$ cat src/rtl/alarme_pkg.sv
// alarme_pkg: shared alert-code constants, FSM state encoding and input helper
// for the pressure alarm block (alarme_pressao, alarme_filtro).
package alarme_pkg;

    localparam logic [1:0] ALERTA_NORMAL = 2'b00;
    localparam logic [1:0] ALERTA_BAIXA  = 2'b01;
    localparam logic [1:0] ALERTA_ALTA   = 2'b10;
    localparam logic [1:0] ALERTA_INV    = 2'b11;

    localparam int ESTADO_W = 2;

    typedef enum logic [ESTADO_W-1:0] {
        NORMAL      = 2'd0,
        CONFIRMA    = 2'd1,
        ATIVO       = 2'd2,
        RECONHECIDO = 2'd3
    } estado_t;

    // An invalid code is treated as high pressure (fail-safe).
    function automatic logic [1:0] saneia(input logic [1:0] c);
        return (c == ALERTA_INV) ? ALERTA_ALTA : c;
    endfunction

endpackage

$ cat src/rtl/alarme_filtro.sv
// alarme_filtro: counts consecutive samples equal to a reference.
// Ports: clk, rst (async high), sample, reference, clear -> estavel.
module alarme_filtro
    import alarme_pkg::*;
#(
    parameter int DEBOUNCE = 4
) (
    input  logic       clk,
    input  logic       rst,
    input  logic [1:0] sample,
    input  logic [1:0] reference,
    input  logic       clear,
    output logic       estavel
);

    localparam logic [7:0] ALVO = 8'(DEBOUNCE - 1);
    localparam logic [7:0] TETO = 8'(DEBOUNCE);

    logic [7:0] cnt;
    logic       igual;

    assign igual = (sample == reference);

    // Fires on the sample that brings the run length to DEBOUNCE.
    assign estavel = !clear && igual && (cnt == ALVO);

    // A mismatching sample starts a new run of length one.
    always_ff @(posedge clk or posedge rst) begin
        if (rst) begin
            cnt <= 8'd0;
        end else if (clear) begin
            cnt <= 8'd0;
        end else if (!igual) begin
            cnt <= 8'd1;
        end else if (cnt != TETO) begin
            cnt <= cnt + 8'd1;
        end
    end

endmodule

$ cat src/rtl/alarme_pressao.sv
// alarme_pressao: debounces the pressure alert code, latches alarms, drives
// siren/LEDs, waits for acknowledge and counts confirmed alarm events.
// Ports: clk, rst (async high), alerta[1:0], reconhece -> sirene, led_baixa,
// led_alta, estado[1:0], eventos[CNT_W-1:0].
// Option: define ALARME_PISCA_EN to blink the latched LED while in ATIVO.
module alarme_pressao
    import alarme_pkg::*;
#(
    parameter int DEBOUNCE  = 4,
    parameter int CNT_W     = 8,
    parameter int PISCA_DIV = 8
) (
    input  logic                clk,
    input  logic                rst,
    input  logic [1:0]          alerta,
    input  logic                reconhece,
    output logic                sirene,
    output logic                led_baixa,
    output logic                led_alta,
    output logic [ESTADO_W-1:0] estado,
    output logic [CNT_W-1:0]    eventos
);

    if (DEBOUNCE < 2 || DEBOUNCE > 255) begin : g_chk_deb
        $error("DEBOUNCE out of range");
    end
    if (PISCA_DIV < 1) begin : g_chk_div
        $error("PISCA_DIV must be positive");
    end

    estado_t    estado_q, nxt;
    logic [1:0] alerta_r;
    logic [1:0] lat, lat_n;
    logic [1:0] cand, cand_n;
    logic       inc;
    logic       limpa;
    logic       estavel;
    logic       aceso;

    // lat is 00 outside ATIVO/RECONHECIDO, so one compare covers
    // "back to normal" in the idle states and "latched code" when acked.
    assign limpa = (estado_q == ATIVO) || (alerta_r == lat);

    alarme_filtro #(
        .DEBOUNCE (DEBOUNCE)
    ) u_filtro (
        .clk       (clk),
        .rst       (rst),
        .sample    (alerta_r),
        .reference (cand),
        .clear     (limpa),
        .estavel   (estavel)
    );

    always_comb begin
        nxt    = estado_q;
        lat_n  = lat;
        cand_n = alerta_r;
        inc    = 1'b0;
        unique case (estado_q)
            NORMAL: begin
                if (alerta_r != ALERTA_NORMAL) begin
                    nxt = CONFIRMA;
                end
            end
            CONFIRMA: begin
                if (alerta_r == ALERTA_NORMAL) begin
                    nxt = NORMAL;
                end else if (estavel) begin
                    nxt   = ATIVO;
                    lat_n = alerta_r;
                    inc   = 1'b1;
                end
            end
            ATIVO: begin
                cand_n = lat;
                if (reconhece) begin
                    nxt = RECONHECIDO;
                end
            end
            RECONHECIDO: begin
                if (estavel) begin
                    if (alerta_r == ALERTA_NORMAL) begin
                        nxt   = NORMAL;
                        lat_n = ALERTA_NORMAL;
                    end else begin
                        nxt   = ATIVO;
                        lat_n = alerta_r;
                        inc   = 1'b1;
                    end
                end
            end
        endcase
    end

`ifdef ALARME_PISCA_EN
    logic [15:0] pcnt, pcnt_n;
    logic        fase, fase_n;

    always_comb begin
        pcnt_n = pcnt;
        fase_n = fase;
        if (nxt == ATIVO) begin
            if (estado_q != ATIVO) begin
                pcnt_n = 16'd0;
                fase_n = 1'b1;
            end else if (pcnt == 16'(PISCA_DIV - 1)) begin
                pcnt_n = 16'd0;
                fase_n = ~fase;
            end else begin
                pcnt_n = pcnt + 16'd1;
            end
        end
    end

    always_ff @(posedge clk or posedge rst) begin
        if (rst) begin
            pcnt <= 16'd0;
            fase <= 1'b0;
        end else begin
            pcnt <= pcnt_n;
            fase <= fase_n;
        end
    end

    assign aceso = (nxt == ATIVO) ? fase_n : (nxt == RECONHECIDO);
`else
    assign aceso = (nxt == ATIVO) || (nxt == RECONHECIDO);
`endif

    always_ff @(posedge clk or posedge rst) begin
        if (rst) begin
            estado_q  <= NORMAL;
            alerta_r  <= ALERTA_NORMAL;
            lat       <= ALERTA_NORMAL;
            cand      <= ALERTA_NORMAL;
            eventos   <= '0;
            sirene    <= 1'b0;
            led_baixa <= 1'b0;
            led_alta  <= 1'b0;
        end else begin
            estado_q  <= nxt;
            alerta_r  <= saneia(alerta);
            lat       <= lat_n;
            cand      <= cand_n;
            if (inc && (eventos != {CNT_W{1'b1}})) begin
                eventos <= eventos + 1'b1;
            end
            sirene    <= (nxt == ATIVO);
            led_baixa <= aceso && (lat_n == ALERTA_BAIXA);
            led_alta  <= aceso && (lat_n == ALERTA_ALTA);
        end
    end

    assign estado = estado_q;

endmodule

$ cat config.mk
export PLATFORM = sky130hd
export DESIGN_NAME = alarme_pressao
export DESIGN_NICKNAME = d
export VERILOG_FILES = /design/src/rtl/alarme_pkg.sv /design/src/rtl/alarme_filtro.sv /design/src/rtl/alarme_pressao.sv
export SDC_FILE = /design/constraint.sdc
export NUM_CORES = 1
export LEC_CHECK = 0
export CAP_MARGIN = 20
export CORE_UTILIZATION = 48
export CTS_CLUSTER_DIAMETER = 60
export DETAILED_ROUTE_END_ITERATION = 8
export PLACE_DENSITY = 0.74
export SLEW_MARGIN = 20
export SYNTH_ARGS = -nofsm -noshare
export SYNTH_HDL_FRONTEND = slang
export SYNTH_SLANG_ARGS = --single-unit
export TNS_END_PERCENT = 100
$ cat constraint.sdc
create_clock -name clk -period 1.9 [get_ports clk]
set_input_delay 0.285 -clock clk [delete_from_list [all_inputs] [get_ports clk]]
set_output_delay 0.285 -clock clk [all_outputs]
set_load 0.05 [all_outputs]
# Word level (Yosys, flattened, before mapping)
# Cells that the tools add are included.
# totals
in_bits	5
ff_bits	27
# op_classes
n_reduce_logical	11
mux	22
eq_ne	14
n_addsub	2
# op_table
cell	n
2-bit 2-to-1 mux	12
8-bit 2-to-1 mux	3
8-bit by 1-bit adder with 8-bit output (second input constant)	2
2-bit equality test (second input constant)	6
8-bit by 2-bit equality test with 1-bit output (second input constant)	1
8-bit by 3-bit != test with 1-bit output (second input constant)	1
8-bit != test (second input constant)	1
2-bit case mux with 4 select lines	1
1-bit logical AND	5
2-bit by 1-bit equality test with 1-bit output (second input constant)	2
2-bit equality test	2
2-bit zero test	2
1-bit 2-to-1 mux	4
2-bit case mux with 2 select lines	1
3-bit by 2-bit != test with 1-bit output (second input constant)	1
1-bit logical OR	2
1-bit case mux with 2 select lines	1
2-bit nonzero test	1
1-bit zero test	1

# Logic depth before layout (Yosys ltp)
# depth
ltp_word	11
depth_mapped	7
mapped_depth_nobuf	6

# Modules after synthesis
# Synthesis repeated with hierarchy kept, for this count alone.
# unflattened
cells_unflattened	137
hier_area_um2	1465.2
# modules_own_cells
module	area_each_um2	cells_per_inst	instances	seq_area_each_um2
alarme_pressao	903.4	79	1	475.5
alarme_filtro	561.8	58	1	200.2

# Worst setup path before layout
# Ideal clock, no wire load.
# synth_timing
kind	register to register
start	reg estado_q[0] (netlist: estado[0])
end	reg eventos[7]
path_slack_ns	-0.042
path_stages_with_launch	6
synth_period_minus_slack_ns	1.942
setup_ns	0.128
t_required_ns	1.772
t_arrival_ns	1.814
path_cell_list	dfrtp_1 nand2b_1 o2111ai_4 or2_4 nor3_2 mux2_1
# synth_via
elab_chain_len	9
word_cells_on_any_way	12
cone_classes	3 x eq/ne; 4 x mux; 5 x reduce/logical
# synth_rtl
item	line	rtl
from (decl)	alarme_pressao.sv:31	estado_t estado_q, nxt;
from (signal assigned)	alarme_pressao.sv:142	estado_q <= nxt;
2-bit equality test	alarme_pressao.sv:42	assign limpa = (estado_q == ATIVO) || (alerta_r == lat);
1-bit logical OR	alarme_pressao.sv:42	
1-bit zero test	alarme_filtro.sv:25	assign estavel = !clear && igual && (cnt == ALVO);
1-bit logical AND (2 in a row)	alarme_filtro.sv:25	
1-bit 2-to-1 mux	alarme_pressao.sv:69	end else if (estavel) begin
1-bit 2-to-1 mux	alarme_pressao.sv:67	if (alerta_r == ALERTA_NORMAL) begin
1-bit case mux with 2 select lines *	alarme_pressao.sv:60	unique case (estado_q)
1-bit logical AND *	alarme_pressao.sv:146	if (inc && (eventos != {CNT_W{1'b1}})) begin
to (signal assigned)	alarme_pressao.sv:147	eventos <= eventos + 1'b1;
to (decl)	alarme_pressao.sv:21	output logic [CNT_W-1:0] eventos
# Every way passes the cells marked *; elsewhere a longest branch is shown, timed or not.
# A chain may end at the register's enable or synchronous reset.

# Worst setup path in the final report
# layout_timing
start	reg eventos[5]
end	out eventos[5]
# No word-level cell between the ends.

==> results.md <==
- Pins Over Slew Limit: 0
- Flops & latches, synth: 27
- Cell internal pwr: 940 uW
- Seq pwr share: 48.4%
- Slew HR: around two thirds
- CTS tree: yes
- Logic pwr share: 35.8%
- Final GP Congestion: ~0.74
- Synth warn: 0
- Slowest cell on crit path: clkdlybuf4s50_1
- Antenna-violating nets left: 0
- Placed cell count: 178
- RSZ-0062 raised after global routing: true
- IO Pins: 18
- Drt pass-1 iters: 4
- Die Ht: 55.1 microns
- Startpoint types: flip-flop
- Core area: 2570 sq um
- Number of CTS-inserted buffers: 3
- Setup WS post-layout: 72.3 ps
- Die width: between 50 and 60 microns
- Clk_lat worst skew: 320 ps
- Port Buffers: 17
- Cell Area, Synth: 1360 sq um
- Clk buf depth: 2
- Post-route insts no fill: between 150 and 200
- Syn Nets: 135
- Pin count of the biggest net entering global routing: 28
- Switch share: 38.9%
- Top cells by area, synth: dfrtp_1, o21ai_0, xnor2_1
- Worst Tran Pin Value: 510 ps
- Htree depth: 1
- Number of global-route vias before repair: 894
- Global route overflow: 0
- FF+latch area: slightly below 700 sq um
- FP Rows: 18
- Drc violations: 0
- Via count: 1,010
- Clock Root Buffer: clkbuf_4
- Setup-failing EPs final: 0
- Asr flop ratio synth: 100%
- Synth cell types: 37
- Syn avg cell area: 10.7 sq um
- Syn-to-layout area delta: 20.4%
- Diodes inserted: 0
- Top_reg_cell synth: dfrtp_1
- Worst-path cell chain: clkdlybuf4s50_1
- Post-Place Cell Area: 1600 sq um
- Share of layout cells above drive strength 1: 17.1%
- Top delay family on crit path: buffers and inverters
- Critical path arrival: 1540 ps
- Final period util: 96.2%
- Crit path buf inv count: 1
- Nets: 161
- Clock power share: 15.8%
- Clock skew: 6.46 ps
- Outcome: finished, final reports clean
- Max Clk Rate: 547 MHz
- Fillers: a little over 200
- Iter 0 DRT Violations: 31
- Cells after Synth: approximately 130
- Peak per-stage delay on the critical path: 810 ps
- Clock sinks: 27
- Maxcap violations: 0
- Hold Vio Cnt, Final: 0
- Setup bufs post-CTS: 0
- Total Wirelength: 2550 microns
- Worst ir drop on vdd: 0.681 mV
- Worst Hold Class: in -> async
- Clock slew at reported path FFs: 140 ps
- CP max FO: 3
- EDFF count, synth: 0
- Largest area contributor in the netlist: dfrtp_1
- Routed len/inst: between 10 and 15 microns
- Area of the multi-input gates: 632 sq um
- Via density: approximately 5.5
- Final setup TNS: 0 ps
- Worst Path Required: 1620 ps
- Initial Util: 52.8%
- Initial antenna violation count: 0
- Net Sw Power: 597 uW
- Tmin final: about 1800 ps
- Dpl ws: ~92 ps
- Yosys top cell area share: between 40% and 50%
- Pwr/cell area: 942 nW/um^2
- Global-route wire length before repair: 3880 microns
- Fin area: around 1600 sq um
- GR Util All Layers: 18.6%
- Fin util: between 60 and 70%
- Crit path kind: reg -> out
- Die area: 3040 sq um
- Post-synthesis sequential area ratio: 49.9%
- Critical path endpoint category: primary output
- Post-DP HPWL: 1940 microns
- Leakage: 0.000763 uW
- Hold buffer count at CTS: 0
final timing paths:
| check | cells past startpoint | to | slack (ps) | start |
|---|---|---|---|---|
| worst max-delay path | 1 | eventos[5] | 70 | eventos[5] |
| worst min-delay path | 3 | u_filtro.cnt[4] | 290 | rst |
| worst max register to register | 5 | eventos[7] | 90 | alerta_r[1] |
| worst min register to register | 1 | eventos[5] | 510 | eventos[5] |
| max in group asynchronous | 3 | eventos[0] | 1340 | rst |
| min in group clk | 1 | alerta_r[1] | 440 | alerta[1] |
cells in the mapped netlist (2+ instances only):
library cell,number
nor3_1,4
nand4b_1,2
dfrtp_1,27
or3_1,2
nand4_1,5
xor2_2,2
o31ai_1,2
nand3_1,4
xnor2_1,5
and3_1,3
nor2_1,10
o21ai_0,10
xnor2_2,2
nand2_1,9
clkbuf_1,2
xor2_1,3
nand2b_1,3
ha_1,3
nor2b_1,2
inv_1,6
a21oi_1,5
power by group through the flow:
stage                     combinational, uW  clock [uW]  sequential (uW)
after floorplan                         250           0              877
after global placement                  546           0              751
after detailed placement                559           0              756
after CTS                               552         256              744
after global routing                    599         275              756
final                                   551         243              744
timing repair:
item                                    in CTS  in global routing
endpoints found under the hold margin        0                  0
resized for setup                            5                  3
endpoints found under the setup margin       5                  3
metal layers:
metal  vias to the layer above  routed length, microns  GRT usage (%)
met5                         -                       0              0
met4                         0                      27           6.67
met3                         2                      65           2.46
met2                        14                    1280           31.9
met1                       503                    1180           23.8
li1                        491                       -              -
placed cells by master (no fill, tap or decap), drive strengths merged, types with 2 or more instances in the layout:
| cell type | n |
|---|---|
| nand3 | 4 |
| inv | 6 |
| nand2b | 3 |
| nand4b | 2 |
| dfrtp | 27 |
| or3 | 2 |
| nor2 | 10 |
| buf | 10 |
| nand2 | 9 |
| ha | 3 |
| nor3 | 6 |
| clkdlybuf4s50 | 9 |
| xnor2 | 7 |
| a21oi | 5 |
| mux2 | 2 |
| o21ai | 10 |
| dlygate4sd2 | 5 |
| clkbuf | 3 |
| dlymetal6s2s | 2 |
| o31ai | 2 |
| nor2b | 2 |
| nand4 | 5 |
| and3 | 3 |
| xor2 | 5 |
state kept, by name (all words and copies together) (netlist names):
name,cells
led_alta,1
alerta_r,2
eventos,8
u_filtro.cnt,8
estado,2
sirene,1
lat,2
led_baixa,1
cand,2
final cells by class:
type	instances	area share (%)
Sequential cell	27	41.6
Multi-Input combinational cell	89	38.7
Timing Repair Buffer	26	14.3
Tap cell	30	2.30
Clock buffer	3	1.38
Inverter	6	1.38
Clock inverter	1	0.307
per-stage QoR:
step                      hold WS, ps  total power [uW]
after floorplan                   338              1130
after global placement            478              1300
after detailed placement          489              1310
after CTS                         295              1550
after global routing              330              1630
final                             291              1540
cell families (layout without fill, tap and decap cells):
| kind of cell | Yosys count | in the layout | synth area share, % |
|---|---|---|---|
| XOR/XNOR | 12 | 12 | 9.97 |
| AND/OR/NAND/NOR | 50 | 50 | 20.7 |
| adder cells (fa/ha/maj) | 3 | 3 | 2.77 |
| flip-flops | 27 | 27 | 49.9 |
| buffers and inverters | 11 | 36 | 3.97 |
| AO/OA/AOI/OAI | 22 | 22 | 11.1 |
| multiplexers | 2 | 2 | 1.66 |
Note: power is estimated with default switching activity, not from simulation.
